<file path="src/rtl/mem_arbiter.sv">
// rtl/mem_arbiter.sv - two-requester arbiter/sequencer for an 8x8 single-port memory
// Optional: define ARB_FIXED_PRIO_EN for fixed priority (requester 0 always wins contention).
module mem_arbiter #(
  parameter int AW       = 3,
  parameter int DW       = 8,
  parameter int READ_LAT = 1
) (
  input  logic          CLK,
  input  logic          RST,
  input  logic          req0,
  input  logic          we0,
  input  logic [AW-1:0] adr0,
  input  logic [DW-1:0] wdata0,
  output logic          ack0,
  input  logic          req1,
  input  logic          we1,
  input  logic [AW-1:0] adr1,
  input  logic [DW-1:0] wdata1,
  output logic          ack1,
  output logic [DW-1:0] rdata,
  output logic          mem_rw,
  output logic [AW-1:0] mem_adr,
  output logic [DW-1:0] mem_wdata,
  input  logic [DW-1:0] mem_rdata,
  output logic          busy
);

  localparam int CW = 3;

  typedef enum logic [1:0] {IDLE, ACCESS, WAIT, RESP} state_t;

  state_t          state_q, state_d;
  logic            grant_d;
  logic            gnt_q;
  logic            we_q;
  logic [CW-1:0]   cnt_q;
  logic            any_req;
  logic            sel_we;
  logic [AW-1:0]   sel_adr;
  logic [DW-1:0]   sel_wdata;

`ifndef ARB_FIXED_PRIO_EN
  logic            rr_ptr;
`endif

  assign any_req   = req0 | req1;
  assign busy      = (state_q != IDLE);
  assign sel_we    = grant_d ? we1    : we0;
  assign sel_adr   = grant_d ? adr1   : adr0;
  assign sel_wdata = grant_d ? wdata1 : wdata0;

  // Winner selection only matters in IDLE; a lone requester always wins.
  always_comb begin
    grant_d = 1'b0;
`ifdef ARB_FIXED_PRIO_EN
    grant_d = ~req0;
`else
    if (req0 && req1) grant_d = rr_ptr;
    else              grant_d = req1;
`endif
  end

  always_comb begin
    state_d = state_q;
    case (state_q)
      IDLE:    if (any_req) state_d = ACCESS;
      ACCESS:  state_d = we_q ? RESP : WAIT;
      WAIT:    if (cnt_q == CW'(1)) state_d = RESP;
      RESP:    state_d = IDLE;
      default: state_d = IDLE;
    endcase
  end

  always_ff @(posedge CLK or posedge RST) begin
    if (RST) state_q <= IDLE;
    else     state_q <= state_d;
  end

  // Memory pins are registered so they only move on clock edges; mem_rw idles high (read).
  always_ff @(posedge CLK or posedge RST) begin
    if (RST) begin
      gnt_q     <= 1'b0;
      we_q      <= 1'b0;
      cnt_q     <= '0;
      ack0      <= 1'b0;
      ack1      <= 1'b0;
      rdata     <= '0;
      mem_rw    <= 1'b1;
      mem_adr   <= '0;
      mem_wdata <= '0;
`ifndef ARB_FIXED_PRIO_EN
      rr_ptr    <= 1'b0;
`endif
    end else begin
      case (state_q)
        IDLE: begin
          if (any_req) begin
            gnt_q     <= grant_d;
            we_q      <= sel_we;
            mem_adr   <= sel_adr;
            mem_wdata <= sel_wdata;
            mem_rw    <= ~sel_we;
          end
        end
        ACCESS: begin
          mem_rw <= 1'b1;
          if (we_q) begin
            ack0 <= ~gnt_q;
            ack1 <= gnt_q;
          end else begin
            cnt_q <= CW'(READ_LAT);
          end
        end
        WAIT: begin
          cnt_q <= cnt_q - CW'(1);
          if (cnt_q == CW'(1)) begin
            rdata <= mem_rdata;
            ack0  <= ~gnt_q;
            ack1  <= gnt_q;
          end
        end
        RESP: begin
          ack0 <= 1'b0;
          ack1 <= 1'b0;
`ifndef ARB_FIXED_PRIO_EN
          rr_ptr <= ~gnt_q;
`endif
        end
        default: begin
          ack0   <= 1'b0;
          ack1   <= 1'b0;
          mem_rw <= 1'b1;
        end
      endcase
    end
  end

endmodule
</file>
<file path="config.mk">
export PLATFORM = sky130hd
export DESIGN_NAME = mem_arbiter
export DESIGN_NICKNAME = d
export VERILOG_FILES = /design/src/rtl/mem_arbiter.sv
export SDC_FILE = /design/constraint.sdc
export NUM_CORES = 1
export LEC_CHECK = 0
export CAP_MARGIN = 20
export CORE_MARGIN = 10
export CORE_UTILIZATION = 43
export DETAILED_ROUTE_END_ITERATION = 10
export GPL_TIMING_DRIVEN = 0
export PLACE_DENSITY = 0.83
export SLEW_MARGIN = 20
export SYNTH_ARGS = -nofsm -noshare
export SYNTH_HDL_FRONTEND = slang
export SYNTH_SLANG_ARGS = --single-unit
</file>
<file path="constraint.sdc">
create_clock -name CLK -period 2.1 [get_ports CLK]
set_input_delay 0.525 -clock CLK [delete_from_list [all_inputs] [get_ports CLK]]
set_output_delay 0.525 -clock CLK [all_outputs]
set_load 0.01 [all_outputs]
</file>
==> impl_metrics.py, run 1 <==
metrics = {
    "synth": {
        "avgSynthCellArea_um2": 11.5,
        "ys_warn_count": 0,
        "async_reset_ff_share_pct": 100,
        "yosysTopAreaCell": "dfrtp_1",
        "synth_edf_count": 0,
        "synth-simple-area-share_pct": 8.32,
        "synth_adder_area_share_pct": 5.15,
        "seq_area_frac_synth_pct": 51.5,
        "syn-instance-count": 127,
        "synthesis.nets": 169,
        "netlist_top_cells_count": "dfrtp_1, nand2_1, mux2i_1",
        "synth_seq_cells": 30,
        "synthFlopType": "dfrtp_1",
        "synth_area_um2": 1460,
        "ys_types": 26,
        "yosysMostFrequentCell": "dfrtp_1",
        "synth_compound_area_share_pct": 14.5,
        "synth_area_leaders": "dfrtp_1, mux2i_1, mux2_2, ha_1, nand2_1",
        "synth-xor-area-share_pct": 0,
        "synth_top_area_share_pct": 49.7,
        "synth_top_family_by_area": "multiplexers",
        "synth.area.mux_share_pct": 16.0,
    },
    "worst_setup_path": {
        "cp_top_family": "buffers and inverters",
        "cp.arrival_ns": 1.45,
        "crit_chain": "inv_1 > ha_4 > inv_1 > dlygate4sd2_1",
        "worstPathMaxFanout": 6,
        "max_stage_delay_ns": 0.43,
        "cp.required_ns": 1.57,
        "r2r_start": "state_q[0]$_DFFE_PP0P_",
        "startpoint_type": "flop",
        "r2r-end": "ack0$_DFFE_PP0P_",
        "ff2ff_setup_slack_ns": 0.36,
        "crit_buf_inv": 3,
        "critPathKind": "flop to output pin",
        "cpMostUsedCell": "inv_1",
        "slowest_stage": "dfrtp_1",
        "reg2reg_depth": 4,
        "worstSetupStartpoint": "state_q[1]$_DFFE_PP0P_",
        "critPathCaptureType": "output pin",
    },
    "routing": {
        "dr.pass1.iters": 4,
        "drcViolationCount": 0,
        "first_iter_violations": 42,
        "wl_per_cell_um": 15.5,
        "route.vias.total": 1187,
        "ant_nets": 0,
        "viasPerCell": 4.95,
        "wirelength_um": 3710,
    },
    "sta": {
        "worst_clock_skew_ns": 0.00989,
        "slew_headroom_pct": 59.4,
        "finalCritPeriodShare_pct": 93.9,
        "hold_violations": 0,
        "tns_ns": 0,
        "tightest_slew_ns": 0.608,
        "period_minus_slack_ns": 1.97,
        "setup_viol": 0,
        "fmax_mhz": 507,
        "slew_viol_final": 0,
        "rsz0062_at_grt": "no",
    },
    "die": {
        "io_pins": 59,
        "floorplan.initialDensity_pct": 44.1,
        "die_area_um2": 6120,
        "coreArea_um2": 3310,
        "die_height_um": 78.2,
        "chipWidth_um": 78.2,
        "num_rows": 21,
    },
    "grt": {
        "antenna_found_initial": 0,
        "grt_pass1_vias": 1295,
        "grtUsageTotal_pct": 12.4,
        "grt_max_degree": 31,
        "grt_pass1_wl_um": 6110,
        "grt_overflow": 0,
    },
    "clock_tree": {
        "clk_pin_slew_ns": 0.09,
        "clkSinkCount": 30,
        "postCtsHoldBufs": 0,
        "cts_made_buffers": 5,
        "clock_latency_ns": 0.32,
        "cts_tree": "yes",
        "htree_levels": 2,
        "clock_path_buffers": 2,
        "ctsRootBufferMaster": "clkbuf_4",
    },
    "pwr": {
        "p_per_area_nw_per_um2": 1370,
        "p_leak_nw": 0.966,
        "peakVddDrop_uv": 672,
    },
    "worst_hold_path": {
        "hold_end": "mem_wdata[3]$_DFFE_PP0P_",
        "hold_path_depth": 2,
        "hp-class": "flop to flop",
        "hold_start": "mem_wdata[3]$_DFFE_PP0P_",
    },
    "placement": {
        "placed_cell_area_um2": 2100,
        "dp.cells": 231,
        "port_buffers": 58,
        "hpwl_um": 2940,
        "place.gp.congestion": 0.730,
    },
    "run": {
        "drv_cap": 0,
    },
    "final_layout": {
        "fillers": 280,
        "drive_gt1_share_pct": 18.6,
        "layout.cells.non_filler": 240,
        "syn2layout_area_growth_pct": 48.4,
        "n_antenna_cell": 0,
        "seq_area_um2": 752,
        "design_area_um2": 2160,
        "multi_input_area_um2": 653,
        "layout.nets": 235,
    },
    "outcome": {
        "outcome": "finished, final reports clean",
    },
}
==> sequential cells by signal (all words and copies together), names as in the netlist <==
signal,cells
mem_adr,3
rr_ptr,1
gnt_q,1
rdata,8
ack1,1
we_q,1
state_q,2
cnt_q,3
ack0,1
mem_wdata,8
mem_rw,1
==> cells by family after synthesis <==
family	after synthesis
buffers and inverters	13
muxes	22
and+or+nand+nor	26
DFF	30
AOI/OAI and AO/OA	30
adders and majority gates	6
==> per-stage QoR <==
| stage | util [%] | setup slack [ns] | power, W | hold slack (ns) |
|---|---|---|---|---|
| after floorplan | - | 0.577 | 0.00192 | 0.450 |
| after global placement | 63.3 | 0.171 | 0.00254 | 0.461 |
| after detailed placement | 63.3 | 0.112 | 0.00263 | 0.472 |
| after CTS | 65.1 | 0.0919 | 0.00297 | 0.493 |
| after global routing | 65.4 | 0.0560 | 0.00320 | 0.521 |
| final | 65.4 | 0.129 | 0.00297 | 0.486 |
==> routing by layer <==
| layer | part of all wire [%] | vias up | global-route usage, % |
|---|---|---|---|
| met3 | 11 | 6 | 7.86 |
| li1 | - | 572 | - |
| met5 | 0 | - | 0 |
| met4 | 1.3 | 0 | 5.02 |
| met1 | 41 | 556 | 12.4 |
| met2 | 47 | 53 | 20.1 |
==> worst reg2reg max path, cell delays in order, from the launching register on <==
cell and delay [ns]:
dfrtp_1 0.40, buf_4 0.16, ha_1 0.29, a221oi_2 0.41, mux2_2 0.39
==> layout make-up <==
type,count,area share [%]
buffer,4,1.50
clock buffer,8,2.25
inverter,9,1.56
multi-input combinational,84,30.2
sequential,30,34.7
tap,46,2.66
timing repair buffer,59,27.1
==> power by group <==
group,internal [W],switching [W]
Combinational,0.000864,0.000747
Sequential,0.000867,0.000178
Clock,0.000133,0.000181
Total,0.00186,0.00111
==> what timing repair did <==
item / in CTS / in global routing
gates resized for setup: 2 / 1
endpoints found under the setup margin: 1 / 1
setup buffers: 1 / 0
==> worst max path at each step <==
stage / endpoint / slack, ns / cells after the start
after floorplan: ack0$_DFFE_PP0P_ / 0.58 / 5
after global placement: mem_wdata[5]$_DFFE_PP0P_ / 0.17 / 6
after detailed placement: busy / 0.11 / 4
after CTS: busy / 0.09 / 4
after global routing: busy / 0.06 / 4
final: busy / 0.13 / 4
==> cells in the final DEF (no fill, tap or decap), types with 2 or more instances in the layout <==
master	synthesis	routed
inv_2	1	2
o21ai_2	8	8
dfrtp_1	29	29
mux2i_1	12	12
clkdlybuf4s50_1	0	57
clkbuf_4	0	5
nor2_1	3	3
inv_1	8	7
ha_1	6	5
o21ai_0	10	10
a21oi_1	5	5
nand2_1	19	19
o21ai_1	2	2
buf_4	1	2
clkbuf_1	0	3
mux2_2	10	10
Note: power is estimated with default switching activity, not from simulation.
==> run 2: changes to the inputs <==
- CAP_MARGIN: 20 -> 0
- GPL_TIMING_DRIVEN: 0 -> default
==> impl_metrics.py, run 2 (synthesis results as in run 1) <==
metrics = {
    "worst_hold_path": {
        "hp-class": "flop to flop",
        "hold_start": "mem_wdata[5]$_DFFE_PP0P_",
        "hold_end": "mem_wdata[5]$_DFFE_PP0P_",
        "hold_path_depth": 2,
    },
    "worst_setup_path": {
        "ff2ff_setup_slack_ns": 0.35,
        "r2r_start": "state_q[0]$_DFFE_PP0P_",
        "worstPathMaxFanout": 6,
        "cp.required_ns": 1.57,
        "critPathKind": "flop to output pin",
        "crit_chain": "inv_1 > ha_4 > inv_1 > dlygate4sd2_1",
        "slowest_stage": "dfrtp_1",
        "startpoint_type": "flop",
        "cpMostUsedCell": "inv_1",
        "critPathCaptureType": "output pin",
        "reg2reg_depth": 4,
        "cp.arrival_ns": 1.47,
        "r2r-end": "ack0$_DFFE_PP0P_",
        "max_stage_delay_ns": 0.42,
    },
    "final_layout": {
        "n_antenna_cell": 0,
        "top_regs": "mem_wdata (8), rdata (8)",
        "fillers": 268,
        "layout.nets": 235,
        "final_cell_mix": "clkdlybuf4s50_1, dfrtp_1, nand2_1",
        "drive_gt1_share_pct": 19.6,
        "syn2layout_area_growth_pct": 52.0,
        "final_common_cell": "clkdlybuf4s50_1",
        "design_area_um2": 2220,
    },
    "clock_tree": {
        "clkSinkCount": 30,
        "clock_path_buffers": 2,
        "cts_tree": "yes",
        "clk_pin_slew_ns": 0.09,
        "cts_made_buffers": 5,
        "clock_latency_ns": 0.34,
        "ctsRootBufferMaster": "clkbuf_4",
        "htree_levels": 2,
        "postCtsHoldBufs": 0,
    },
    "die": {
        "die_height_um": 78.2,
        "floorplan.initialDensity_pct": 44.1,
        "num_rows": 21,
        "die_area_um2": 6120,
        "chipWidth_um": 78.2,
        "io_pins": 59,
        "coreArea_um2": 3310,
    },
    "pwr": {
        "p_leak_nw": 0.995,
        "combPwrFrac_pct": 53.2,
        "swShare_pct": 36.0,
        "p_per_area_nw_per_um2": 1400,
        "clkPwrFrac_pct": 13.6,
        "seqPwrFrac_pct": 33.2,
        "p_switching_w": 0.00112,
        "peakVddDrop_uv": 778,
        "intPower_w": 0.00199,
        "totalPowerFinal_w": 0.00311,
    },
    "grt": {
        "grtUsageTotal_pct": 12.7,
        "top_usage_layer": "met2",
        "grt_pass1_vias": 1310,
        "grt_max_degree": 31,
        "grt_overflow": 0,
        "grt.met1_usage_pct": 13.5,
        "antenna_found_initial": 0,
        "use_met2_pct": 19.2,
        "use_met3_pct": 7.06,
        "grt_pass1_wl_um": 6130,
    },
    "routing": {
        "ant_nets": 0,
        "viasPerCell": 4.86,
        "wirelength_um": 3660,
        "dr.pass1.iters": 5,
        "drcViolationCount": 0,
        "route.vias.total": 1167,
        "wl_per_cell_um": 15.2,
        "first_iter_violations": 81,
    },
    "run": {
        "drv_cap": 0,
    },
    "sta": {
        "period_minus_slack_ns": 1.99,
        "fmax_mhz": 502,
        "hold_violations": 0,
        "setup_viol": 0,
        "worst_clock_skew_ns": 0.0110,
        "slew_viol_final": 0,
        "tightest_slew_ns": 0.372,
        "finalCritPeriodShare_pct": 94.8,
        "tns_ns": 0,
        "slew_headroom_pct": 75.2,
        "rsz0062_at_grt": "no",
    },
    "placement": {
        "placed_cell_area_um2": 2110,
        "port_buffers": 58,
        "hpwl_um": 2920,
        "place.gp.congestion": 0.716,
    },
    "outcome": {
        "outcome": "finished, final reports clean",
    },
}
[run 2: cell types whose count changed in the layout (fill, tap and decap cells not counted)]
cell,previous run,this run
buf_4,2,3
buf_2,1,0
buf_12,0,2
clkbuf_8,0,3
inv_2,2,1
clkbuf_2,1,0
buf_8,1,0
clkbuf_1,3,0
inv_1,7,8
[run 2: area by class of cell]
type,count,area [µm²],share of cell area (%)
clock buffer,8,78.8,3.56
inverter,9,33.8,1.52
multi-input combinational,84,653,29.5
sequential,30,752,33.9
tap,46,57.6,2.60
timing repair buffer,63,642,29.0
[run 2: timing repair]
item                       in CTS  in global routing
setup buffers                   2                  0
gates resized for setup         3                  0
setup endpoints to repair       1                  0
[run 2: worst max-delay path: cells and delay by family (launching register included)]
kind / cells / cell delay (ns)
buffers and inverters: 3 / 0.51
adder cells (fa/ha/maj): 1 / 0.20
flip-flops: 1 / 0.42
[run 2: metal layers]
metal  vias to the layer above  share of wire [%]
met5                         -                  0
met4                         0                2.3
met3                         8                 11
met2                        52                 45
met1                       537                 42
li1                        570                  -
[run 2: worst max-delay path by stage]
stage / startpoint / endpoint / slack [ns]
detailed placement: req0 / we_q$_DFFE_PP0P_ / 0.17
global route: state_q[0]$_DFFE_PP0P_ / busy / 0.06
floorplan: state_q[0]$_DFFE_PP0P_ / ack0$_DFFE_PP0P_ / 0.58
CTS: state_q[0]$_DFFE_PP0P_ / busy / 0.14
finish: state_q[0]$_DFFE_PP0P_ / busy / 0.11
global placement: state_q[0]$_DFFE_PP0P_ / busy / 0.21
[run 2: power groups by stage]
stage / Sequential [W] / Clock [W] / Combinational (W)
after CTS: 0.00103 / 0.000437 / 0.00166
final: 0.00103 / 0.000423 / 0.00166
after global placement: 0.00103 / 0 / 0.00153
after global routing: 0.00107 / 0.000454 / 0.00182
after floorplan: 0.00113 / 0 / 0.000792
after detailed placement: 0.00105 / 0 / 0.00160
[run 2: metrics by stage]
stage          instances  setup WS [ns]  utilization, %  hold slack, ns
6_report             240          0.110            67.0           0.480
5_1_grt              240         0.0597            67.0           0.510
4_1_cts              240          0.141            67.0           0.486
3_5_place_dp         230          0.168            63.8           0.465
3_3_place_gp         230          0.215            63.8           0.463
2_1_floorplan        127          0.577               -           0.450
==> run 3: changes to the inputs <==
- CORE_MARGIN: 10 -> default
==> impl_metrics.py, run 3 (synthesis results as in run 1) <==
metrics = {
    "worst_setup_path": {
        "critPathCaptureType": "output pin",
        "startpoint_type": "flop",
        "cp.required_ns": 1.57,
        "cp_top_family": "flip-flops",
        "r2r_start": "state_q[0]$_DFFE_PP0P_",
        "ff2ff_setup_slack_ns": 0.41,
        "crit_buf_inv": 1,
        "r2r-end": "ack0$_DFFE_PP0P_",
        "crit_chain": "clkdlybuf4s50_1",
        "worstPathMaxFanout": 2,
        "crit_end": "mem_rw",
        "worstSetupStartpoint": "mem_rw$_DFFE_PP1P_",
        "max_stage_delay_ns": 0.54,
        "reg2reg_depth": 4,
        "cp.arrival_ns": 1.41,
        "slowest_stage": "dfstp_2",
        "cp.depth": 1,
        "critPathKind": "flop to output pin",
    },
    "grt": {
        "use_met2_pct": 37.8,
        "antenna_found_initial": 0,
        "grt_pass1_vias": 1267,
        "use_met3_pct": 8.44,
        "grt_overflow": 0,
        "top_usage_layer": "met2",
        "grtUsageTotal_pct": 21.3,
        "grt_pass1_wl_um": 5470,
        "grt.met1_usage_pct": 22.3,
        "grt_max_degree": 28,
    },
    "worst_hold_path": {
        "hold_path_depth": 2,
        "hp-class": "flop to flop",
    },
    "clock_tree": {
        "cts_tree": "yes",
        "htree_levels": 2,
        "clock_latency_ns": 0.33,
        "cts_made_buffers": 5,
        "ctsRootBufferMaster": "clkbuf_4",
        "clkSinkCount": 30,
        "postCtsHoldBufs": 0,
        "clk_pin_slew_ns": 0.10,
        "clock_path_buffers": 2,
    },
    "placement": {
        "port_buffers": 58,
        "placed_cell_area_um2": 2130,
        "place.gp.congestion": 0.748,
        "hpwl_um": 2500,
    },
    "final_layout": {
        "syn2layout_area_growth_pct": 52.3,
        "layout.nets": 236,
        "design_area_um2": 2220,
        "top_regs": "mem_wdata (8), rdata (8)",
        "drive_gt1_share_pct": 19.5,
        "final_core_util_pct": 71.0,
        "final_cell_mix": "clkdlybuf4s50_1, dfrtp_1, nand2_1",
        "final_common_cell": "clkdlybuf4s50_1",
        "n_antenna_cell": 0,
    },
    "routing": {
        "route.vias.total": 1181,
        "first_iter_violations": 15,
        "dr.pass1.iters": 4,
        "viasPerCell": 4.94,
        "wirelength_um": 3270,
        "drcViolationCount": 0,
        "wl_per_cell_um": 13.7,
        "ant_nets": 0,
    },
    "run": {
        "drv_cap": 0,
    },
    "sta": {
        "setup_viol": 0,
        "period_minus_slack_ns": 1.94,
        "rsz0062_at_grt": "no",
        "slew_headroom_pct": 62.4,
        "whs_ns": 0.493,
        "finalCritPeriodShare_pct": 92.2,
        "slew_viol_final": 0,
        "tns_ns": 0,
        "fmax_mhz": 516,
        "worst_clock_skew_ns": 0.0119,
        "tightest_slew_ns": 0.563,
        "hold_violations": 0,
    },
    "die": {
        "chipWidth_um": 60.2,
        "coreArea_um2": 3130,
        "die_area_um2": 3630,
        "num_rows": 20,
        "floorplan.initialDensity_pct": 46.6,
        "io_pins": 59,
        "die_height_um": 60.2,
    },
    "pwr": {
        "combPwrFrac_pct": 52.3,
        "p_per_area_nw_per_um2": 1380,
        "clkPwrFrac_pct": 14.0,
        "p_leak_nw": 1.00,
        "totalPowerFinal_w": 0.00307,
        "peakVddDrop_uv": 836,
        "swShare_pct": 35.5,
        "seqPwrFrac_pct": 33.7,
        "p_switching_w": 0.00109,
        "intPower_w": 0.00198,
    },
    "outcome": {
        "outcome": "finished, final reports clean",
    },
}
run 3: cell types whose count changed in the layout (fill, tap and decap cells not counted), sizes merged:
cell / before / now
buf: 5 / 6
run 3: power groups by stage:
stage | sequential, W | combinational (W) | clock (W)
2_1_floorplan | 0.00113 | 0.000792 | 0
6_report | 0.00103 | 0.00161 | 0.000429
3_3_place_gp | 0.00104 | 0.00152 | 0
5_1_grt | 0.00107 | 0.00178 | 0.000467
3_5_place_dp | 0.00106 | 0.00158 | 0
4_1_cts | 0.00104 | 0.00162 | 0.000444
run 3: per-stage QoR:
step | setup slack, ns | cells
floorplan | 0.577 | 127
global placement | 0.251 | 229
detailed placement | 0.184 | 229
CTS | 0.143 | 239
global route | 0.0844 | 239
finish | 0.163 | 239
run 3: final cells by class:
cell class	count	area, µm²
Sequential cell	30	752
Multi-Input combinational cell	84	641
Timing Repair Buffer	64	662
Clock buffer	8	78.8
Tap cell	44	55.1
Fill cell	246	906
Inverter	9	33.8
run 3: layer usage:
layer	wire length (µm)	share of wire, %
met2	1660	51
met3	266	8.1
met4	63	1.9
met1	1280	39
met5	0	0
run 3: how the worst min path moves through the flow:
stage	from	end	slack (ns)
3_5_place_dp	mem_wdata[2]$_DFFE_PP0P_	mem_wdata[2]$_DFFE_PP0P_	0.47
4_1_cts	mem_wdata[1]$_DFFE_PP0P_	mem_wdata[1]$_DFFE_PP0P_	0.50
5_1_grt	mem_wdata[4]$_DFFE_PP0P_	mem_wdata[4]$_DFFE_PP0P_	0.52
6_report	mem_wdata[1]$_DFFE_PP0P_	mem_wdata[1]$_DFFE_PP0P_	0.49
3_3_place_gp	mem_wdata[0]$_DFFE_PP0P_	mem_wdata[0]$_DFFE_PP0P_	0.46
2_1_floorplan	cnt_q[1]$_DFFE_PP0P_	cnt_q[1]$_DFFE_PP0P_	0.45
run 3: timing repair:
action	CTS	global route
setup endpoints to repair	1	0
resized for setup	1	0
buffers inserted	2	0
